<file path="src/rtl/id_ex_stage.sv">
// ID/EX pipeline register for the pipelined MIPS core: captures decoded operands/control,
// resolves EX/MEM and MEM/WB operand forwarding, and flags load-use hazards back to ID.
module id_ex_stage #(
   parameter int DW = 32,
   parameter int RW = 5
) (
   input  logic          clk,
   input  logic          rstn,
   input  logic          id_valid,
   input  logic [DW-1:0] id_pc,
   input  logic [DW-1:0] id_rd1,
   input  logic [DW-1:0] id_rd2,
   input  logic [DW-1:0] id_imm,
   input  logic [RW-1:0] id_rs,
   input  logic [RW-1:0] id_rt,
   input  logic [RW-1:0] id_rd_dst,
   input  logic [4:0]    id_alu_op,
   input  logic          id_alusrc,
   input  logic          id_regwrite,
   input  logic          id_memread,
   input  logic          id_memwrite,
   input  logic [1:0]    id_wdsel,
   input  logic          stall,
   input  logic          flush,
   input  logic          exmem_regwrite,
   input  logic [RW-1:0] exmem_rd,
   input  logic [DW-1:0] exmem_result,
   input  logic          memwb_regwrite,
   input  logic [RW-1:0] memwb_rd,
   input  logic [DW-1:0] memwb_wdata,
   output logic          ex_valid,
   output logic [DW-1:0] ex_A,
   output logic [DW-1:0] ex_B,
   output logic [4:0]    ex_alu_op,
   output logic [DW-1:0] ex_store_data,
   output logic [DW-1:0] ex_pc,
   output logic [RW-1:0] ex_rd_dst,
   output logic          ex_regwrite,
   output logic          ex_memread,
   output logic          ex_memwrite,
   output logic [1:0]    ex_wdsel,
   output logic          load_use_hazard
);

   logic          r_valid;
   logic [DW-1:0] r_pc;
   logic [DW-1:0] r_rd1;
   logic [DW-1:0] r_rd2;
   logic [DW-1:0] r_imm;
   logic [RW-1:0] r_rs;
   logic [RW-1:0] r_rt;
   logic [RW-1:0] r_rd_dst;
   logic [4:0]    r_alu_op;
   logic          r_alusrc;
   logic          r_regwrite;
   logic          r_memread;
   logic          r_memwrite;
   logic [1:0]    r_wdsel;

   logic [DW-1:0] w_fwd_a;
   logic [DW-1:0] w_fwd_b;

   // NOTE: the default assignment first guarantees every path drives the output, so no latch is inferred.
   always_comb begin
      w_fwd_a = r_rd1;
      if (exmem_regwrite && (exmem_rd != '0) && (exmem_rd == r_rs))
         w_fwd_a = exmem_result;
      else if (memwb_regwrite && (memwb_rd != '0) && (memwb_rd == r_rs))
         w_fwd_a = memwb_wdata;
   end

   always_comb begin
      w_fwd_b = r_rd2;
      if (exmem_regwrite && (exmem_rd != '0) && (exmem_rd == r_rt))
         w_fwd_b = exmem_result;
      else if (memwb_regwrite && (memwb_rd != '0) && (memwb_rd == r_rt))
         w_fwd_b = memwb_wdata;
   end

   // NOTE: non-blocking assignments keep every register sampling pre-edge values, matching real flops.
   always_ff @(posedge clk or negedge rstn) begin
      if (!rstn) begin
         r_valid    <= 1'b0;
         r_pc       <= '0;
         r_rd1      <= '0;
         r_rd2      <= '0;
         r_imm      <= '0;
         r_rs       <= '0;
         r_rt       <= '0;
         r_rd_dst   <= '0;
         r_alu_op   <= '0;
         r_alusrc   <= 1'b0;
         r_regwrite <= 1'b0;
         r_memread  <= 1'b0;
         r_memwrite <= 1'b0;
         r_wdsel    <= '0;
      end else if (flush) begin
         r_valid    <= 1'b0;
         r_alu_op   <= '0;
         r_alusrc   <= 1'b0;
         r_regwrite <= 1'b0;
         r_memread  <= 1'b0;
         r_memwrite <= 1'b0;
         r_wdsel    <= '0;
      end else if (stall) begin
         // Re-capture forwarded operands so a producer retiring mid-stall is not lost.
         r_rd1 <= w_fwd_a;
         r_rd2 <= w_fwd_b;
      end else begin
         r_pc       <= id_pc;
         r_rd1      <= id_rd1;
         r_rd2      <= id_rd2;
         r_imm      <= id_imm;
         r_rs       <= id_rs;
         r_rt       <= id_rt;
         r_rd_dst   <= id_rd_dst;
         r_valid    <= id_valid;
         r_alu_op   <= id_valid ? id_alu_op   : 5'b0;
         r_alusrc   <= id_valid ? id_alusrc   : 1'b0;
         r_regwrite <= id_valid ? id_regwrite : 1'b0;
         r_memread  <= id_valid ? id_memread  : 1'b0;
         r_memwrite <= id_valid ? id_memwrite : 1'b0;
         r_wdsel    <= id_valid ? id_wdsel    : 2'b0;
      end
   end

   assign ex_valid        = r_valid;
   assign ex_A            = w_fwd_a;
   assign ex_B            = r_alusrc ? r_imm : w_fwd_b;
   assign ex_alu_op       = r_alu_op;
   assign ex_store_data   = w_fwd_b;
   assign ex_pc           = r_pc;
   assign ex_rd_dst       = r_rd_dst;
   assign ex_regwrite     = r_valid & r_regwrite;
   assign ex_memread      = r_valid & r_memread;
   assign ex_memwrite     = r_valid & r_memwrite;
   assign ex_wdsel        = r_wdsel;
   assign load_use_hazard = r_valid && r_memread && (r_rd_dst != '0) &&
                            ((r_rd_dst == id_rs) || (r_rd_dst == id_rt));

endmodule
</file>
<file path="config.mk">
export PLATFORM = sky130hd
export DESIGN_NAME = id_ex_stage
export DESIGN_NICKNAME = d
export VERILOG_FILES = /design/src/rtl/id_ex_stage.sv
export SDC_FILE = /design/constraint.sdc
export NUM_CORES = 1
export LEC_CHECK = 0
export ABC_AREA = 1
export BUFFER_PORTS_ARGS = -buffer_cell sky130_fd_sc_hd__buf_2
export CAP_MARGIN = 20
export CORE_ASPECT_RATIO = 1.1
export CORE_MARGIN = 5
export CORE_UTILIZATION = 44
export DETAILED_ROUTE_END_ITERATION = 8
export HOLD_SLACK_MARGIN = 0.06
export PLACE_DENSITY = 0.77
export SLEW_MARGIN = 10
export SYNTH_ARGS = -nofsm -noshare
export SYNTH_HDL_FRONTEND = slang
export SYNTH_SLANG_ARGS = --single-unit
</file>
<file path="constraint.sdc">
create_clock -name clk -period 1.5 [get_ports clk]
set_input_delay 0.15 -clock clk [delete_from_list [all_inputs] [get_ports clk]]
set_output_delay 0.15 -clock clk [all_outputs]
set_load 0.01 [all_outputs]
</file>
======== Yosys cells after proc, flatten, opt, wreduce, memory -nomap -nowiden ========
Index checks and enable logic that the tools add are counted.
word-level totals
  flip-flop bits (word level) ............. 155
  latch bits .............................. 0
  bits in writable memories ............... 0
  ROM bits ................................ 0
  output and inout bits ................... 145
  word-level logic and storage cells ...... 67
  memories kept ........................... 0
cells by class
  $add $sub $neg .......................... 0
  multipliers ............................. 0
  div/mod/pow operators ................... 0
  $lt $le $gt $ge ......................... 0
  equality and inequality tests ........... 7
  shifts and indexed selects .............. 0
  multiplexer cells ....................... 27
  bitwise logic cells ..................... 5
  reduce and logical (&&, ||, !) cells .... 14
operators by type and width
  kind                  count
  $mux W32              7
  $eq A5 B5 Y1          6
  $mux W5               3
  $reduce_bool A5 Y1    3
  $mux W1               14
  $logic_and A1 B1 Y1   9
  $mux W2               3
  $and A1 B1 Y1         3
  $ne A2 B1 Y1 const B  1
  $not A1 Y1            2
  $reduce_and A2 Y1     1
  $logic_or A1 B1 Y1    1

======== Depth between registers and ports, before layout ========
Gate-level depths: netlist of the first run.
  depth in word-level cells ............... 6
  mapped depth ............................ 11
  mapped depth without buffers ............ 10

======== Least setup slack after synthesis of the first run ========
Ideal clock, no wire load.
  path type ............................... register to output
  from .................................... reg r_rt[0]
  to ...................................... out ex_store_data[10]
  arrival time ............................ 1,356 ps
  data required time ...................... 1,350 ps
  path slack .............................. -6 ps
  stages on the path, launching flop included .. 7
  path buffers ............................ 1
  cells stage by stage .................... dfrtp_1 xnor2_1 nand2_1 nor3_4 buf_2 nand3_1 and2_1
between the ends
  longest elaborated chain between the ends .. 4
  elaborated cells on any way between the ends .. 6
  those cells by class .................... eq/ne: 2; mux: 2; reduce/logical: 2
ends and longest elaborated chain
  what                    RTL line  source
  start, declared         51        logic [RW-1:0] r_rt;
  start signal, assigned  115       r_rt <= id_rt;
  $eq A5 B5 Y1            76        else if (memwb_regwrite && (memwb_rd != '0) && (memwb_rd == r_rt))
  $logic_and A1 B1 Y1     76
  $mux W32                76
  $mux W32 *              74        if (exmem_regwrite && (exmem_rd != '0) && (exmem_rd == r_rt))
  end, declared           35        output logic [DW-1:0] ex_store_data,
Mark *: on every way between the ends. The rest lies on a longest branch, timed or not.

======== Final worst setup path of the first run ========
  from .................................... reg r_rt[1]
  to ...................................... out ex_B[9]
between the ends
  longest elaborated chain between the ends .. 5
  elaborated cells on any way between the ends .. 7
  those cells by class .................... eq/ne: 2; mux: 3; reduce/logical: 2
ends and longest elaborated chain
  what                 RTL line  source
  $eq A5 B5 Y1         76
  $logic_and A1 B1 Y1  76
  $mux W32             76
  $mux W32 *           74
  $mux W32 *           129       assign ex_B = r_alusrc ? r_imm : w_fwd_b;
  end, declared        33        output logic [DW-1:0] ex_B,
Marked as above.

==> results of run 1 <==
==> cell families (layout without fill, tap and decap cells) <==
| family | count (synthesis) | after routing | synth area share |
|---|---|---|---|
| AO/OA/AOI/OAI | 87 | 87 | 0.0717 |
| flip-flops | 155 | 155 | 0.420 |
| other | 0 | 6 | 0 |
| buffers and inverters | 129 | 736 | 0.0636 |
| XOR/XNOR | 25 | 25 | 0.0237 |
| AND/OR/NAND/NOR | 594 | 594 | 0.332 |
| multiplexers | 73 | 73 | 0.0891 |
==> cells in the final DEF (no fill, tap or decap), types with 7 or more instances in the layout <==
cell type	netlist	routed
xor2_1	15	14
nand3_1	197	49
a32o_1	11	11
buf_6	3	84
nand2_1	214	135
nor2_1	9	7
buf_2	40	318
buf_4	8	63
nor2_4	2	8
a22oi_1	64	64
nand3_2	34	135
nand2_4	0	51
nand4_1	65	65
mux2_2	73	73
buf_12	0	23
dfrtp_1	155	152
nand2_2	1	29
inv_1	44	40
o21ai_0	7	7
and2_1	64	10
dlygate4sd3_1	0	155
clkbuf_16	0	28
and2_4	0	54
nand3_4	0	47
==> per-stage QoR <==
step	utilization	std cells	hold WS, ps	TNS (ps)
after CTS	0.699	1890	83.0	-75160
after floorplan	-	1063	-146	-185
after detailed placement	0.579	1701	-5.10	-37920
after global placement	0.579	1701	-5.67	-29760
final	0.818	1932	128	-92280
after global routing	0.818	1930	156	-109400
==> metal layers <==
layer | wire, um | GRT usage | part of all wire
met5 | 0 | 0 | 0
met4 | 4250 | 0.186 | 0.086
met3 | 4960 | 0.0826 | 0.10
met2 | 24400 | 0.564 | 0.49
met1 | 16000 | 0.379 | 0.32
==> flip-flops by register name, indices dropped and copies added, names as in the netlist <==
name        flops
ex_pc          32
r_imm          32
r_rd1          32
r_rd2          32
ex_alu_op       5
ex_rd_dst       5
r_rs            5
r_rt            5
ex_wdsel        2
ex_valid        1
r_alusrc        1
r_memread       1
r_memwrite      1
r_regwrite      1
==> area by class of cell <==
type	instances	area (sq um)	share of cell area
Multi-Input combinational cell	779	6530	0.387
Tap cell	256	320	0.0190
Sequential cell	155	3880	0.230
Inverter	46	173	0.0102
Antenna cell	6	15.0	0.000889
Clock buffer	19	443	0.0262
Timing Repair Buffer	659	5390	0.319
Clock inverter	12	140	0.00830
==> power groups by stage <==
stage | clock [mW] | sequential (mW) | combinational (mW)
final | 4.47 | 5.32 | 6.66
after global routing | 4.66 | 5.35 | 6.99
after CTS | 4.44 | 5.12 | 4.81
after detailed placement | 0 | 5.19 | 4.30
after global placement | 0 | 5.15 | 4.24
after floorplan | 0 | 5.17 | 2.30
==> repair_timing <==
action	CTS	global route
resized for setup	69	435
hold buffers	155	0
hold endpoints to repair	309	0
setup buffers	2	26
gates cloned	1	13
pin swaps	8	51
endpoints found under the setup margin	161	162
==> worst reg2reg max path: stages (launching register included) <==
cell and delay (ps):
dfrtp_1 430, xnor2_2 200, nand2_2 110, nor3_4 220, buf_4 160, clkbuf_16 180, nand3_2 150, buf_4 170
nand3_1 90, nand2_1 70
==> path summary, 6_finish.rpt <==
path	startpoint	end	slack (ps)
setup / recovery	r_rt[1]	ex_B[9]	-890
hold / removal	exmem_result[10]	r_rd1[10]	130
setup reg to reg	r_rt[1]	r_rd2[4]	-390
hold reg to reg	ex_alu_op[3]	ex_alu_op[3]	500
max in group asynchronous	rstn	ex_valid	690
min in group asynchronous	rstn	ex_pc[27]	160
==> metrics.yaml, run 1 <==
yosys:
  synth.largest_area_cell: "dfrtp_1"
  synth-warning-count: 0
  number_of_enable_type_register_cells_in_the_synthesized_netlist: 0
  post_synthesis_cell_area_sq_um: 9230
  synthesis.instances: 1063
  synth_cell_type_count: 30
  seq_area_frac_synth: 0.420
  ys_async_sr_fraction: 1.00
  syn_nets: 1298
  synthesized_area_per_cell_sq_um: 8.68
  dominantRegCellSynth: "dfrtp_1"
  yosysMostFrequentCell: "nand2_1"
  synthDominantCellAreaShare: 0.420
  ranking_of_synthesized_cells_by_instance_count: "214 x nand2_1, 197 x nand3_1, 155 x dfrtp_1"
  synth-seq-cells: 155
  post_synth_main_area_contributors: "dfrtp_1 42%, nand3_1 11%, mux2_2 8.9%"
hold_path:
  min_delay_path_depth: 5
  worstHoldPathType: "input port to register"
detailed_routing:
  vias_per_cell: 6.21
  wire_per_inst_um: 25.7
  antenna_violating_nets_post_route: 0
  postRouteWirelength_um: 49600
  drtPass1Iterations: 5
  routed-via-count: 12000
  first_iter_violations: 1369
  route.detailed.drc: 0
clock_tree:
  tritoncts: "built"
  clkSlewWorstSetupHoldPaths_ps: 80
  clk_path_buf_depth: 2
  clock_latency_ps: 430
  cts.sink_count: 155
  cts_buffers: 17
  cts.htree.levels: 4
  clock-root-buffer: "clkbuf_16"
sta:
  layout_worst_path_cycle_share: 1.59
  slew_headroom: 0.601
  report.final.hold_viol_count: 0
  worst_clock_skew_ps: 11.3
  max_freq_mhz: 419
  fin_crit_ps: 2390
  grt_setup_unrepaired: "yes"
  tightestPinTransition_ps: 598
  timing.final.max_slew_violations: 0
  final_setup_margin_ps: -888
  setup-violations-final: 161
floorplanning:
  io_pins: 380
  dieHeight_um: 162
  starting_density: 0.447
  die_area_sq_um: 24000
  chipWidth_um: 148
  fp-row-count: 55
  core_area_sq_um: 20600
critical_path:
  crit_path_start_kind: "register"
  crit_family: "simple AND/OR/NAND/NOR gates"
  crit_chain: "inv_2, nand2_1, nand2_1, nand2_2, nor2_4, buf_4, buf_12, nand4_1, nand3_4, nand3_2, nand2_1, buf_2"
  timing.setup.critical_path_class: "register to primary output"
  cp.arrival_ps: 2240
  cp_max_fo: 22
  critical_path_end_type: "primary output"
  critical_path_required_ps: 1350
  critical-path-max-stage-delay_ps: 430
  reg2regPathDepth: 9
  crit_cells: 12
  crit_slowest_cell: "dfrtp_1"
  worstPathBufferInverterCount: 4
  critical-path-top-cell-by-count: "nand2_1"
layout:
  fin_area_sq_um: 16900
  number_of_filler_cells_placed_in_the_layout: 1029
  synthesis_to_layout_area_growth_pct: 83.0
  final_nets: 1893
  final_layout_size_suffix_gt1_frac: 0.568
pwr:
  power.share.combinational: 0.405
  pwr_density_cell_nw_per_um2: 974
  static-leakage-power_nw: 8.11
  power_switching_mw: 5.92
  clkPwrFrac: 0.272
  internal-power_mw: 10.5
  p_total_mw: 16.4
  seq_power_share: 0.323
  ir_drop_uv: 868
  power.share.switching: 0.360
placement:
  placement.setup.worst_slack_ps: -382
  gpl.final_weighted_congestion: 0.939
  port_buffers: 379
  postPlaceCellArea_sq_um: 12000
  post-dp-hpwl_um: 26700
grt:
  globalRoute.totalOverflow: 0
  grt_pass1_wl_um: 63100
  globalRouteTotalUtil: 0.331
  grt_max_degree: 65
  antenna_found_initial: 4
  via_count_of_the_first_global_routing_pass: 11700
flow_run:
  drv.max_cap_violation_count: 0
run_status:
  violations: "setup timing"
  run_status: "finished, violations left"
(Power assumes the default switching activity.)
==> run 2, diff against run 1 <==
TNS_END_PERCENT = 1   (was unset)
==> run 2 against run 1 <==
  * The flow still finishes with violations (setup timing)
  * Worst hold slack worse by 21 ps
  * Critical path depth unchanged
  * Maximum frequency up 2.1%
  * Count of clock-buffer cells in the layout did not move
  * Combinational power down 22%
  * Non-clock buffer count fell by 29
  * Critical path type unchanged
  * Largest power group is now sequential cells
==> metrics.yaml, run 2 (synthesis results as in run 1) <==
clock_tree:
  cts.sink_count: 155  # unchanged
  cts.htree.levels: 4  # unchanged
  cts_buffers: 17  # unchanged
  clk_path_buf_depth: 2  # unchanged
  clkSlewWorstSetupHoldPaths_ps: 70  # about the same
  tritoncts: "built"
  clock-root-buffer: "clkbuf_16"
  clock_latency_ps: 420  # about the same
grt:
  globalRouteTotalUtil: 0.328  # -0.00228
  via_count_of_the_first_global_routing_pass: 11700  # -0.37%
  grt_max_degree: 65  # unchanged
  grt_pass1_wl_um: 62700  # -0.74%
  globalRoute.totalOverflow: 0  # unchanged
  antenna_found_initial: 3  # -1
run_status:
  violations: "setup timing"
  run_status: "finished, violations left"
detailed_routing:
  first_iter_violations: 1170  # -15%
  maxUsedRoutingLayer: "met4"
  routed-wl-met2_um: 20600  # -16%
  vias_per_cell: 5.88  # -5.3%
  detailroute.wirelength.met3_um: 4040  # -18%
  postRouteWirelength_um: 41900  # -16%
  routed-via-count: 11200  # -6.8%
  drtPass1Iterations: 8  # +3
  antenna_violating_nets_post_route: 0  # unchanged
  route.detailed.drc: 0  # unchanged
  route.layer.met1.wl_um: 14500  # -9.3%
  wire_per_inst_um: 22.0  # -14%
pwr:
  static-leakage-power_nw: 7.44  # -8.2%
  p_total_mw: 14.8  # -10%
  seq_power_share: 0.351  # +0.028
  internal-power_mw: 9.64  # -8.4%
  clkPwrFrac: 0.298  # +0.026
  power.share.combinational: 0.351  # -0.054
  ir_drop_uv: 801  # -7.7%
  power_switching_mw: 5.14  # -13%
  pwr_density_cell_nw_per_um2: 994  # +2.1%
  power.share.switching: 0.348  # -0.0123
layout:
  final_nets: 1864  # -1.5%
  final_common_cell: "buf_2"
  post-route-util: 0.720  # -0.0978
  synthesis_to_layout_area_growth_pct: 61.1
  mostFrequentLayoutCells: "369 x buf_2, 184 x nand2_1, 155 x dlygate4sd3_1"
  final_layout_size_suffix_gt1_frac: 0.452  # -0.117
sta:
  fin_crit_ps: 2340  # -50.2 ps
  final_setup_margin_ps: -837  # +50.2 ps
  worst_clock_skew_ps: 11.9  # +0.528 ps
  tightestPinTransition_ps: 573  # -25.0 ps
  timing.final.max_slew_violations: 0  # unchanged
  layout_worst_path_cycle_share: 1.56  # -0.0335
  report.final.hold_viol_count: 0  # unchanged
  grt_setup_unrepaired: "yes"
  max_freq_mhz: 428  # +2.1%
  setup-violations-final: 161  # unchanged
  totalNegativeSetupSlack_ps: -83090  # +9190 ps
  slew_headroom: 0.618  # +0.0167
floorplanning:
  io_pins: 380  # unchanged
  chipWidth_um: 148  # unchanged
  fp-row-count: 55  # unchanged
  core_area_sq_um: 20600  # unchanged
  die_area_sq_um: 24000  # unchanged
  starting_density: 0.447  # unchanged
  dieHeight_um: 162  # unchanged
critical_path:
  critical_path_required_ps: 1350  # about the same
  crit_path_start_kind: "register"
  critical_path.reg2reg.startpoint: "r_rt[1]"
  cp_max_fo: 22  # unchanged
  r2r_end: "r_rd2[8]"
  start_point_of_the_critical_path: "r_rt[1]"
  reg2regPathDepth: 12  # +3
  cp.arrival_ps: 2190  # -50 ps
  timing.setup.critical_path_class: "register to primary output"
  worstSetupEndpoint: "ex_B[9]"
  critical_path_end_type: "primary output"
  timing.reg2reg.setup_slack_ps: -340  # +50 ps
placement:
  gpl.final_weighted_congestion: 0.939  # unchanged
  port_buffers: 379  # unchanged
  post-dp-hpwl_um: 26700  # unchanged
  placement.setup.worst_slack_ps: -382  # unchanged
flow_run:
  drv.max_cap_violation_count: 0  # unchanged
hold_path:
  worstHoldPathType: "input port to register"
-- run 2: changes by cell type in the layout (fill, tap and decap cells not counted), moves of 47 or more --
cell	before	now
buf_6	84	20
nand3_2	135	84
nand3_1	49	139
nand2_4	51	4
buf_2	318	369
nand2_1	135	184
-- run 2: timing repair --
action,CTS,global route
pin swaps,5,13
endpoints found under the setup margin,161,162
hold buffers,155,0
gates resized for setup,43,107
buffers inserted,0,6
hold endpoints to repair,309,0
cloned,0,4
-- run 2: cell type report --
type / instances / area [sq um]
Fill cell: 1404 / 5780
Multi-Input combinational cell: 779 / 5330
Timing Repair Buffer: 630 / 4570
Sequential cell: 155 / 3880
Clock buffer: 19 / 443
Tap cell: 256 / 320
Inverter: 46 / 173
Clock inverter: 12 / 140
Antenna cell: 4 / 10.0
-- run 2: worst min path at each step --
stage                     slack (ps)  cells past startpoint            to              from
after floorplan                 -150                      0  ex_alu_op[0]              rstn
after global placement            -6                      1      r_imm[9]              rstn
after detailed placement          -5                      1     ex_pc[27]              rstn
after CTS                         80                      5     r_rd1[13]  exmem_result[13]
after global routing             120                      5     r_rd1[13]  exmem_result[13]
final                            110                      5     r_rd1[13]  exmem_result[13]
-- run 2: metal layers --
metal  vias to the layer above  track usage
met1                      5256        0.374
met5                         -            0
met2                       839        0.559
li1                       4862            -
met3                       219       0.0843
met4                         0        0.191
-- run 2: through the flow --
stage	hold slack [ps]	cell area, sq um	instances
final	107	14900	1901
after floorplan	-146	9230	1063
after CTS	84.0	14300	1887
after detailed placement	-5.10	12000	1701
after global routing	117	14900	1900
after global placement	-5.67	12000	1701
-- run 2: critical path: stages, from the launching register on --
cell and delay (ps):
dfrtp_1 430, inv_2 70, nand2_1 50, nand2_1 70, nand2_2 60, nor2_4 170
buf_4 150, buf_12 150, nand4_1 200, nand3_2 140, nand3_2 70, nand2_1 70
buf_2 130
-- run 2: power by group through the flow --
| stage | combinational (mW) | clock [mW] | sequential (mW) |
|---|---|---|---|
| 6_report | 5.19 | 4.40 | 5.19 |
| 3_3_place_gp | 4.24 | 0 | 5.15 |
| 3_5_place_dp | 4.30 | 0 | 5.19 |
| 2_1_floorplan | 2.30 | 0 | 5.17 |
| 4_1_cts | 4.72 | 4.44 | 5.12 |
| 5_1_grt | 5.57 | 4.64 | 5.24 |
